## src/rtl/iter_multiplier.sv

```systemverilog
// Iterative shift-add multiplier for MUL / MULH / MULHSU / MULHU.
// Handles one operation at a time: WIDTH add-shift cycles, one sign-fix cycle, then a valid/ready result.
module iter_multiplier #(
    parameter int WIDTH = 32
) (
    input  logic             clk,
    input  logic             rst_n,
    input  logic             i_valid,
    output logic             o_ready,
    input  logic [WIDTH-1:0] i_a,
    input  logic [WIDTH-1:0] i_b,
    input  logic [1:0]       i_op,
    output logic             o_valid,
    input  logic             i_ready,
    output logic [WIDTH-1:0] o_result,
    output logic             o_busy
);

    localparam int CW = $clog2(WIDTH) + 1;

    typedef enum logic [1:0] {IDLE, CALC, FIX, DONE} state_e;

    state_e               state_q, state_d;
    logic [CW-1:0]        cnt_q, cnt_d;
    logic [2*WIDTH-1:0]   prod_q, prod_d;
    logic [WIDTH-1:0]     a_mag_q, a_mag_d;
    logic                 a_neg_q, a_neg_d;
    logic                 b_neg_q, b_neg_d;
    logic [1:0]           op_q, op_d;
    logic [WIDTH:0]       sum;
    logic                 a_neg_in, b_neg_in;

    always_comb begin
        // NOTE: every signal gets a default before the case so no path can infer a latch.
        state_d  = state_q;
        cnt_d    = cnt_q;
        prod_d   = prod_q;
        a_mag_d  = a_mag_q;
        a_neg_d  = a_neg_q;
        b_neg_d  = b_neg_q;
        op_d     = op_q;
        a_neg_in = ((i_op == 2'b01) || (i_op == 2'b10)) && i_a[WIDTH-1];
        b_neg_in = (i_op == 2'b01) && i_b[WIDTH-1];
        // Extra bit keeps the carry out of the partial-product add before the shift.
        sum      = {1'b0, prod_q[2*WIDTH-1:WIDTH]} + (prod_q[0] ? {1'b0, a_mag_q} : '0);

        case (state_q)
            IDLE: begin
                if (i_valid) begin
                    state_d = CALC;
                    cnt_d   = '0;
                    op_d    = i_op;
                    a_neg_d = a_neg_in;
                    b_neg_d = b_neg_in;
                    a_mag_d = a_neg_in ? -i_a : i_a;
                    prod_d  = {{WIDTH{1'b0}}, (b_neg_in ? -i_b : i_b)};
                end
            end
            CALC: begin
                prod_d = {sum, prod_q[WIDTH-1:1]};
                cnt_d  = cnt_q + CW'(1);
                if (cnt_q == CW'(WIDTH - 1)) begin
                    state_d = FIX;
                end
            end
            FIX: begin
                if (a_neg_q ^ b_neg_q) begin
                    prod_d = -prod_q;
                end
                state_d = DONE;
            end
            DONE: begin
                if (i_ready) begin
                    state_d = IDLE;
                end
            end
            default: state_d = IDLE;
        endcase
    end

    always_ff @(posedge clk) begin
        // NOTE: sequential state uses non-blocking assignments so all flops update together.
        if (!rst_n) begin
            state_q <= IDLE;
            cnt_q   <= '0;
            prod_q  <= '0;
            a_mag_q <= '0;
            a_neg_q <= 1'b0;
            b_neg_q <= 1'b0;
            op_q    <= 2'b00;
        end else begin
            state_q <= state_d;
            cnt_q   <= cnt_d;
            prod_q  <= prod_d;
            a_mag_q <= a_mag_d;
            a_neg_q <= a_neg_d;
            b_neg_q <= b_neg_d;
            op_q    <= op_d;
        end
    end

    assign o_ready  = (state_q == IDLE);
    assign o_busy   = (state_q != IDLE);
    assign o_valid  = (state_q == DONE);
    assign o_result = (op_q == 2'b00) ? prod_q[WIDTH-1:0] : prod_q[2*WIDTH-1:WIDTH];

endmodule

```

## config.mk

```make
export PLATFORM = sky130hd
export DESIGN_NAME = iter_multiplier
export DESIGN_NICKNAME = d
export VERILOG_FILES = /design/src/rtl/iter_multiplier.sv
export SDC_FILE = /design/constraint.sdc
export NUM_CORES = 1
export LEC_CHECK = 0
export CORE_UTILIZATION = 58
export CTS_BUF_LIST = sky130_fd_sc_hd__clkbuf_16
export DETAILED_ROUTE_END_ITERATION = 16
export GPL_TIMING_DRIVEN = 0
export HOLD_SLACK_MARGIN = 0.06
export MAX_ROUTING_LAYER = met4
export PLACE_DENSITY_LB_ADDON = 0.25
export SLEW_MARGIN = 40
export SYNTH_ARGS = -nofsm -noshare
export SYNTH_HDL_FRONTEND = slang
export SYNTH_SLANG_ARGS = --single-unit
```

## constraint.sdc

```tcl
create_clock -name clk -period 4.65 [get_ports clk]
set_input_delay 0.6975 -clock clk [delete_from_list [all_inputs] [get_ports clk]]
set_output_delay 0.6975 -clock clk [all_outputs]
set_load 0.01 [all_outputs]
```

==> summary.txt, run 1 <==
Synth
  • Asr flop ratio synth: 0%
  • Syn Nets: 1,329
  • Syn Inst Count: 1,217
  • Post-synthesis sequential area ratio: 23.7%
  • Post-Syn Area per Cell: 7.48 sq um
  • Flops & latches, synth: approximately 110
  • Library cells used by synthesis: 72
  • Synth warn: 0
  • Number of synthesized flops with an enable pin: 0
  • Post-synthesis cell area: 9100 sq um
  • Primary FF master, synth: dfxtp_1

Timing
  • Worst-Margin Slew: 0.900 ns
  • Final hold viol count: 0
  • Final setup violation count: 0
  • Max Fclk: approximately 0.25 GHz
  • Tmin final: 4.00 ns
  • Fin Setup TNS: 0 ns
  • Worst Skew: around 0.01 ns
  • Final Cycle Share: between 80% and 90%
  • Final Max Slew Viols: 0
  • RSZ-0062 raised after global routing: false
  • Max_slew headroom: 40.0%

Cells and area
  • Area Growth Syn to Fin: 17.4%
  • Share of cells above drive strength 1: 5.16%
  • Finished Layout Cells: 1,548
  • Fin area: around 11,000 sq um
  • Most frequent cells in the layout: nand2_1, dfxtp_1, nor2_1
  • # diodes: 0
  • Final Core Density: 70.1%
  • # fillers: 1,352
  • Multi-input gate area: 6600 sq um
  • Final #Nets: 1,444
  • Most common cell after layout, fill and taps aside: nand2_1
  • FF+latch area: between 2000 and 2500 sq um

GRT
  • Gr ovfl total: 0
  • Largest net degree at the start of global routing: 19
  • Total global routing track utilization: 40.1%
  • Vias in the first global route: 9,091
  • Initial antenna violation count: 0
  • First-pass GRT wire length: around 49 mm

Clock tree
  • Post-CTS Setup Repair Bufs: 0
  • CTS sink cnt: roughly 110
  • # resized after CTS: 0
  • Hold-fix buffers, CTS: 0
  • CTS root buf: clkbuf_16
  • CTS tree: done
  • Clock tree buffer depth: 2
  • Worst skew pair latency: 0.37 ns
  • H-tree depth: 3
  • CTS clk-pin slew, worst paths: 0.08 ns
  • CTS buffer count: 9

Pwr
  • Max VDD drop: ~0.32 mV
  • PD cells: ~530 nW/um^2
  • LEAKAGE: 4.07 nW

Critical path
  • Crit end category: flip-flop
  • Crit path DAT: 4.26 ns
  • CP required: 4.91 ns
  • Startpoint type of the worst setup path: flip-flop
  • Crit Path Max Fanout: 10
  • Critical path class: reg -> reg

Floorplan
  • # IOs: about 110
  • Initial core utilization: 59.7%
  • Die X: roughly 130 um
  • Die outline area: roughly 16,000 sq um
  • Rows: 45
  • Die H: 127 um
  • CORE AREA: 15,300 sq um

Place
  • Dpl hpwl: 24.2 mm
  • DP Area: ~10,000 sq um
  • RePlAce Congestion: approximately 1.0
  • Port Buffers: 104
  • Post-Place Cells: 1,532

Drt
  • DR vias: 10,200
  • Drt drc: 0
  • Initial DRC Count: 1,195
  • Post-Route WL: 31.6 mm
  • Drt wl/cell: 20.4 um
  • Detail Route Antenna Nets: 0
  • Avg Vias per Cell: 6.60
  • First-pass iteration count of the detailed router: 8

Min path
  • Worst hold path type: reg -> reg

Status
  • Status: completed

Job
  • Max-cap violation count: 0
-- worst max-delay path, stage by stage, from the launching register on --
cell       delay (ns)
dfxtp_1          0.33
clkbuf_1         0.36
clkbuf_1         0.38
and2_1           0.20
ha_1             0.16
inv_1            0.05
fa_1             0.37
nand2b_1         0.20
a21oi_1          0.30
o2111ai_1        0.15
o2111ai_1        0.28
a31o_2           0.29
a31oi_1          0.10
a211oi_1         0.29
mux2i_1          0.15
a31o_2           0.26
-- sequential cells by signal (all words and copies together), names as in the netlist --
signal and count:
b_neg_q 1, state_q 2, a_neg_q 1, cnt_q 6, prod_q 64, a_mag_q 32, op_q 2
-- cell families (layout without fill, tap and decap cells) --
family | Yosys count | count (layout) | share of synthesized area [%]
AND/OR/NAND/NOR | 451 | 451 | 24.5
AO/OA/AOI/OAI | 382 | 382 | 27.6
flip-flops | 108 | 108 | 23.7
XOR/XNOR | 107 | 107 | 10.3
buffers and inverters | 93 | 213 | 3.85
adder cells (fa/ha/maj) | 42 | 42 | 5.85
multiplexers | 34 | 34 | 4.15
-- through the flow --
stage	hold slack [ns]	setup WS [ns]	total power, W
2_1_floorplan	0.427	1.45	0.00355
3_3_place_gp	0.438	0.791	0.00468
3_5_place_dp	0.447	0.694	0.00473
4_1_cts	0.458	0.641	0.00548
5_1_grt	0.486	0.339	0.00591
6_report	0.456	0.653	0.00562
-- final cells by class --
class	instances	share of cell area, %
multi-input combinational	1016	61.7
sequential	108	20.2
timing repair buffer	104	9.74
tap	211	2.47
buffer	69	2.43
clock buffer	9	2.11
inverter	24	0.843
clock inverter	7	0.468
-- worst paths after layout --
check         startpoint           to  slack [ns]  cells after the start
min          a_mag_q[15]  a_mag_q[15]        0.46                      2
min reg2reg  a_mag_q[15]  a_mag_q[15]        0.46                      2
max reg2reg    prod_q[0]   prod_q[61]        0.65                     15
max            prod_q[0]   prod_q[61]        0.65                     15
-- power by group --
group	total [W]	leakage [nW]	internal, W	switching (W)
Clock	0.000746	0.128	0.000366	0.000380
Sequential	0.00146	0.886	0.00117	0.000291
Combinational	0.00341	3.06	0.00125	0.00216
-- synth_stat cells (4+ instances only) --
| cell | n | area, sq um |
|---|---|---|
| a211o_1 | 4 | 35.0 |
| a211oi_1 | 29 | 218 |
| a21o_1 | 22 | 165 |
| a21oi_1 | 100 | 500 |
| a221o_1 | 6 | 60.1 |
| a221oi_1 | 16 | 140 |
| a22oi_1 | 15 | 113 |
| a311oi_1 | 4 | 35.0 |
| a31o_2 | 4 | 35.0 |
| a31oi_1 | 8 | 50.1 |
| a32oi_1 | 6 | 52.6 |
| and2_1 | 36 | 225 |
| and3_1 | 9 | 56.3 |
| and4_1 | 4 | 35.0 |
| clkbuf_1 | 65 | 244 |
| dfxtp_1 | 108 | 2160 |
| ha_1 | 41 | 513 |
| inv_1 | 22 | 82.6 |
| mux2_2 | 30 | 338 |
| mux2i_1 | 4 | 40.0 |
| nand2_1 | 130 | 488 |
| nand2b_1 | 13 | 81.3 |
| nand3_1 | 23 | 115 |
| nand3b_1 | 4 | 30.0 |
| nand4_1 | 9 | 56.3 |
| nor2_1 | 106 | 398 |
| nor2b_1 | 11 | 68.8 |
| nor3_1 | 52 | 260 |
| nor4_1 | 14 | 87.6 |
| o211ai_1 | 7 | 52.6 |
| o21a_1 | 4 | 30.0 |
| o21ai_0 | 78 | 390 |
| o22ai_1 | 17 | 106 |
| o31ai_1 | 20 | 150 |
| o41ai_1 | 9 | 78.8 |
| or3_1 | 14 | 87.6 |
| or4_1 | 9 | 67.6 |
| xnor2_1 | 50 | 438 |
| xor2_1 | 57 | 499 |
-- layer usage --
layer  track usage [%]  vias to the layer above  part of all wire (%)
li1                  -                     4731                     -
met1              52.2                     4746                    42
met2              59.8                      631                    43
met3              9.05                      111                    11
met4              16.5                        0                   4.1
met5                 -                        -                     0
(Power assumes the default switching activity.)
==> inputs of run 2 (changes only) <==
- RECOVER_POWER: default -> 50
- SLEW_MARGIN: 40 -> default
==> summary.txt, run 2 (synthesized netlist as in run 1, its figures left out) <==
Status
  • Status: completed (unchanged)

Floorplan
  • Die H: 127 um (unchanged)
  • Initial core utilization: 59.7% (unchanged)
  • Die X: 127 um (unchanged)
  • Rows: 45 (unchanged)
  • Die outline area: 16,200 sq um (unchanged)
  • # IOs: 105 (unchanged)
  • CORE AREA: 15,300 sq um (unchanged)

Drt
  • First-pass iteration count of the detailed router: 6 (was 8)
  • Initial DRC Count: 1,280 (was 1,195)
  • DR vias: 10,200 (about the same)
  • Detail Route Antenna Nets: 0 (unchanged)
  • Post-Route WL: 31.5 mm (was 31.6 mm)
  • Drt drc: 0 (unchanged)
  • Drt wl/cell: 20.4 um (about the same)
  • Avg Vias per Cell: 6.61 (was 6.60)

Critical path
  • Crit path launch: prod_q[0] (unchanged)
  • Crit end category: flip-flop (unchanged)
  • Reg2reg start: prod_q[0] (unchanged)
  • Crit Path Max Fanout: 10 (unchanged)
  • Startpoint type of the worst setup path: flip-flop (unchanged)
  • CP required: 4.91 ns (about the same)
  • Critical-path cell list: clkbuf_1, clkbuf_1, and2_1, ha_1, inv_1, fa_1, nand2b_1, a21oi_1, o2111ai_1, o2111ai_1, a31o_2, a31oi_1, a211oi_1, mux2i_1, a31o_2 (unchanged)
  • CP max-delay cell: clkbuf_1 (unchanged)
  • Crit-path max cell delay: 0.38 ns (about the same)
  • Critical path class: reg -> reg (unchanged)
  • Crit path DAT: 4.27 ns (was 4.26 ns)

Place
  • Post-Place Cells: 1,532 (unchanged)
  • Dpl ws: 0.694 ns (unchanged)
  • RePlAce Congestion: 1.03 (unchanged)
  • Dpl hpwl: 24.2 mm (unchanged)
  • Port Buffers: 104 (unchanged)

Timing
  • Final Cycle Share: 86.3% (was 86.0%)
  • Max_slew headroom: 35.4% (was 40.0%)
  • Final Max Slew Viols: 0 (unchanged)
  • Final setup violation count: 0 (unchanged)
  • Fin Setup TNS: 0 ns (unchanged)
  • Tmin final: 4.01 ns (was 4.00 ns)
  • RSZ-0062 raised after global routing: false (unchanged)
  • Final worst slack: 0.636 ns (was 0.653 ns)
  • Max Fclk: 0.249 GHz (was 0.250 GHz)
  • Worst Skew: 0.0114 ns (was 0.0102 ns)
  • Final hold viol count: 0 (unchanged)
  • Worst-Margin Slew: 0.961 ns (was 0.900 ns)

Cells and area
  • # fillers: 1,356 (was 1,352)
  • Finished Layout Cells: 1,548 (unchanged)
  • Most frequent cells in the layout: nand2_1, dfxtp_1, nor2_1 (unchanged)
  • Most common cell after layout, fill and taps aside: nand2_1 (unchanged)
  • Multi-input gate area: 6570 sq um (was 6600 sq um)
  • Largest Register: prod_q (unchanged)
  • Area Growth Syn to Fin: 17.1% (was 17.4%)
  • # diodes: 0 (unchanged)
  • Share of cells above drive strength 1: 4.64% (was 5.16%)
  • FF+latch area: 2160 sq um (unchanged)
  • Final #Nets: 1,444 (unchanged)
  • Largest register FFs: 64 (unchanged)
  • Biggest regs: prod_q (64), a_mag_q (32), cnt_q (6) (unchanged)

Clock tree
  • # resized after CTS: 0 (unchanged)
  • CTS clk-pin slew, worst paths: 0.08 ns (about the same)
  • H-tree depth: 3 (unchanged)
  • Worst skew pair latency: 0.37 ns (about the same)
  • Post-CTS Setup Repair Bufs: 0 (unchanged)
  • CTS root buf: clkbuf_16 (unchanged)
  • CTS sink cnt: 108 (unchanged)
  • CTS buffer count: 9 (unchanged)
  • Hold-fix buffers, CTS: 0 (unchanged)
  • CTS tree: done (unchanged)
  • Clock tree buffer depth: 2 (unchanged)

GRT
  • Largest net degree at the start of global routing: 19 (unchanged)
  • Vias in the first global route: 9,091 (unchanged)
  • Gr ovfl total: 0 (unchanged)
  • Total global routing track utilization: 40.1% (unchanged)
  • Initial antenna violation count: 0 (unchanged)
  • First-pass GRT wire length: 48.8 mm (unchanged)

Pwr
  • PD cells: 525 nW/um^2 (was 526 nW/um^2)
  • LEAKAGE: 4.07 nW (about the same)
  • Power, Total: 0.00560 W (was 0.00562 W)
  • Max VDD drop: 0.317 mV (was 0.318 mV)

Min path
  • Worst hold path type: reg -> reg (unchanged)
  • Hold wc startpoint: a_mag_q[15] (unchanged)

Job
  • Max-cap violation count: 0 (unchanged)
## run 2: cell types whose count changed in the layout (fill, tap and decap cells not counted), sizes merged
cell	delta
buf	-2
clkdlybuf4s50	-11
dlygate4sd3	+11
clkbuf	+2
## run 2: path summary, 6_finish.rpt
check | endpoint | slack [ns] | cells after the start
min reg2reg | a_mag_q[15] | 0.46 | 2
max | prod_q[61] | 0.64 | 15
min | a_mag_q[15] | 0.46 | 2
max reg2reg | prod_q[61] | 0.64 | 15
## run 2: final cells by class
class / instances / area share [%]
well taps: 211 / 2.48
plain buffers: 69 / 2.44
multi-input cells: 1016 / 61.6
clock inverters: 7 / 0.470
clock buffers: 9 / 2.11
inverters: 24 / 0.845
flip-flops and latches: 108 / 20.3
repair buffers: 104 / 9.77
## run 2: metrics by stage
stage | hold slack [ns] | utilization [%] | area, sq um
after floorplan | 0.427 | - | 9100
after global routing | 0.486 | 69.9 | 10700
after CTS | 0.458 | 70.0 | 10700
final | 0.459 | 69.9 | 10700
after detailed placement | 0.447 | 68.2 | 10400
after global placement | 0.438 | 68.2 | 10400
## run 2: routing by layer
metal	routed length, um	up-vias	GRT usage [%]
li1	-	4729	-
met1	13100	4740	52.2
met2	13400	644	59.8
met3	3760	117	9.05
met4	1280	0	16.5
met5	0	-	-
## run 2: where the power goes
group          leakage (nW)  switching (W)  internal, W
combinational          3.06        0.00215      0.00124
sequential            0.886       0.000292      0.00117
clock                 0.128       0.000379     0.000366
## run 2: critical path: cells and delay by family, from the launching register on
family / cells / cell delay (ns)
and+or+nand+nor: 2 / 0.40
muxes: 1 / 0.15
adders and majority gates: 2 / 0.53
AOI/OAI and AO/OA: 7 / 1.67
buffers and inverters: 3 / 0.80
DFF: 1 / 0.34
==> inputs of run 3 (changes only) <==
- CORE_UTILIZATION: 58 -> 52
- clock period: 4.65 -> 3.4 ns (I/O delays scaled with it)
==> summary.txt, run 3 (synthesized netlist as in run 1, its figures left out) <==
Status
  • Status: completed (unchanged)

Drt
  • Met3 Wirelength: 3.41 mm (was 3.76 mm)
  • Met2 routed WL: 14.1 mm (was 13.4 mm)
  • First-pass iteration count of the detailed router: 6 (unchanged)
  • Avg Vias per Cell: 6.48 (was 6.61)
  • M1 WL: 13.4 mm (was 13.1 mm)
  • Drt drc: 0 (unchanged)
  • DR vias: 10,100 (was 10,200)
  • Max Used Layer: met4 (unchanged)
  • Post-Route WL: 32.4 mm (was 31.5 mm)
  • Detail Route Antenna Nets: 0 (unchanged)
  • Initial DRC Count: 1,216 (was 1,280)
  • Drt wl/cell: 20.7 um (was 20.4 um)

Place
  • RePlAce Congestion: 0.973 (was 1.03)
  • Dpl hpwl: 24.7 mm (was 24.2 mm)
  • Port Buffers: 104 (unchanged)
  • DP Area: 10,400 sq um (about the same)
  • Dpl ws: -0.604 ns (was 0.694 ns)

Timing
  • Tmin final: 3.30 ns (was 4.01 ns)
  • Worst-Margin Slew: 0.877 ns (was 0.961 ns)
  • Final setup violation count: 0 (unchanged)
  • Hold slack: 0.462 ns (was 0.459 ns)
  • Max Fclk: 0.303 GHz (was 0.249 GHz)
  • Final worst slack: 0.0955 ns (was 0.636 ns)
  • RSZ-0062 raised after global routing: true (was false)
  • Worst Skew: 0.0107 ns (was 0.0114 ns)
  • Final Max Slew Viols: 0 (unchanged)
  • Final Cycle Share: 97.2% (was 86.3%)
  • Fin Setup TNS: 0 ns (unchanged)
  • Final hold viol count: 0 (unchanged)
  • Max_slew headroom: 41.5% (was 35.4%)

Critical path
  • Crit-path leading delay family: simple AND/OR/NAND/NOR gates (was compound AO/OA/AOI/OAI gates)
  • Crit path DAT: 3.54 ns (was 4.27 ns)
  • CP max-delay cell: clkbuf_1 (unchanged)
  • Stages on worst setup path: 11 (was 15)
  • Crit end category: flip-flop (unchanged)
  • Startpoint type of the worst setup path: flip-flop (unchanged)
  • Critical path class: reg -> reg (unchanged)
  • Reg2Reg Depth: 11 (was 15)
  • CP required: 3.63 ns (was 4.91 ns)
  • Critical path buffer and inverter count: 3 (unchanged)
  • Critical-path cell list: inv_1, ha_1, nor2b_1, a211o_1, clkbuf_1, nor2_2, nand2_1, clkbuf_2, nor3_1, o21ai_0, o21ai_0 (was clkbuf_1, clkbuf_1, and2_1, ha_1, inv_1, fa_1, nand2b_1, a21oi_1, o2111ai_1, o2111ai_1, a31o_2, a31oi_1, a211oi_1, mux2i_1, a31o_2)
  • Most frequent CP cell: o21ai_0
  • Crit-path max cell delay: 0.50 ns (was 0.38 ns)
  • Crit Path Max Fanout: 10 (unchanged)

GRT
  • Total global routing track utilization: 36.7% (was 40.1%)
  • Gr ovfl total: 0 (unchanged)
  • First-pass GRT wire length: 49.7 mm (was 48.8 mm)
  • Initial antenna violation count: 0 (unchanged)
  • Vias in the first global route: 9,260 (was 9,091)
  • Largest net degree at the start of global routing: 21 (was 19)

Floorplan
  • Die X: 134 um (was 127 um)
  • Die outline area: 18,000 sq um (was 16,200 sq um)
  • # IOs: 105 (unchanged)
  • Initial core utilization: 53.0% (was 59.7%)
  • Die H: 134 um (was 127 um)
  • CORE AREA: 17,200 sq um (was 15,300 sq um)
  • Rows: 48 (was 45)

Pwr
  • PD cells: 715 nW/um^2 (was 525 nW/um^2)
  • Max VDD drop: 0.444 mV (was 0.317 mV)
  • LEAKAGE: 4.14 nW (was 4.07 nW)
  • Power, Total: 0.00779 W (was 0.00560 W)

Clock tree
  • Worst skew pair latency: 0.37 ns (about the same)
  • CTS buffer count: 9 (unchanged)
  • CTS sink cnt: 108 (unchanged)
  • H-tree depth: 3 (unchanged)
  • CTS root buf: clkbuf_16 (unchanged)
  • Clock tree buffer depth: 2 (unchanged)
  • CTS clk-pin slew, worst paths: 0.08 ns (about the same)
  • CTS tree: done (unchanged)
  • Hold-fix buffers, CTS: 0 (unchanged)

Cells and area
  • Most frequent cells in the layout: nand2_1, dfxtp_1, nor2_1 (unchanged)
  • Most common cell after layout, fill and taps aside: nand2_1 (unchanged)
  • # fillers: 1,620 (was 1,356)
  • Area Growth Syn to Fin: 19.7% (was 17.1%)
  • Biggest regs: prod_q (64), a_mag_q (32), cnt_q (6) (unchanged)
  • # diodes: 0 (unchanged)
  • Largest Register: prod_q (unchanged)
  • FF+latch area: 2160 sq um (unchanged)
  • Largest register FFs: 64 (unchanged)
  • Final #Nets: 1,445 (was 1,444)
  • Fin area: 10,900 sq um (was 10,700 sq um)
  • Multi-input gate area: 6740 sq um (was 6570 sq um)
  • Share of cells above drive strength 1: 7.03% (was 4.64%)

Min path
  • Hold-critical path depth: 2 (unchanged)
  • Worst hold path type: reg -> reg (unchanged)

Job
  • Max-cap violation count: 0 (unchanged)
==> run 3: cell type report <==
class	instances	area share [%]
timing repair buffer	107	9.76
clock inverter	7	0.586
inverter	24	0.827
multi-input combinational	1016	61.8
sequential	108	19.8
clock buffer	9	2.07
buffer	67	2.51
tap	225	2.58
==> run 3: worst paths after layout <==
check	start	end	slack, ns
max	state_q[1]	prod_q[51]	0.1
max reg2reg	state_q[1]	prod_q[51]	0.1
min reg2reg	a_mag_q[28]	a_mag_q[28]	0.46
min	a_mag_q[28]	a_mag_q[28]	0.46
==> run 3: worst register-to-register path, delay by kind of cell (launching register included) <==
family | cells | cell delay [ns]
AND/OR/NAND/NOR | 4 | 1.01
buffers and inverters | 3 | 0.95
AO/OA/AOI/OAI | 3 | 0.58
flip-flops | 1 | 0.36
adder cells (fa/ha/maj) | 1 | 0.29
==> run 3: timing repair <==
item,CTS,global route
gates cloned,0,0
gates resized for setup,12,31
pin swaps,2,6
endpoints found under the setup margin,16,43
setup buffers,0,3
==> run 3: per-layer routing <==
metal | up-vias | GRT usage, %
li1 | 4751 | -
met5 | - | -
met4 | 0 | 18.6
met1 | 4669 | 47.5
met2 | 595 | 54.6
met3 | 110 | 6.46
==> run 3: where the power goes <==
group | total (W) | internal, W | switching (W)
Combinational | 0.00474 | 0.00175 | 0.00299
Sequential | 0.00200 | 0.00160 | 0.000397
Clock | 0.00106 | 0.000514 | 0.000541
==> run 3: metrics by stage <==
| step | instances | utilization (%) |
|---|---|---|
| floorplan | 1217 | - |
| global placement | 1546 | 60.7 |
| detailed placement | 1546 | 60.7 |
| CTS | 1561 | 62.6 |
| global route | 1563 | 63.4 |
| finish | 1563 | 63.4 |
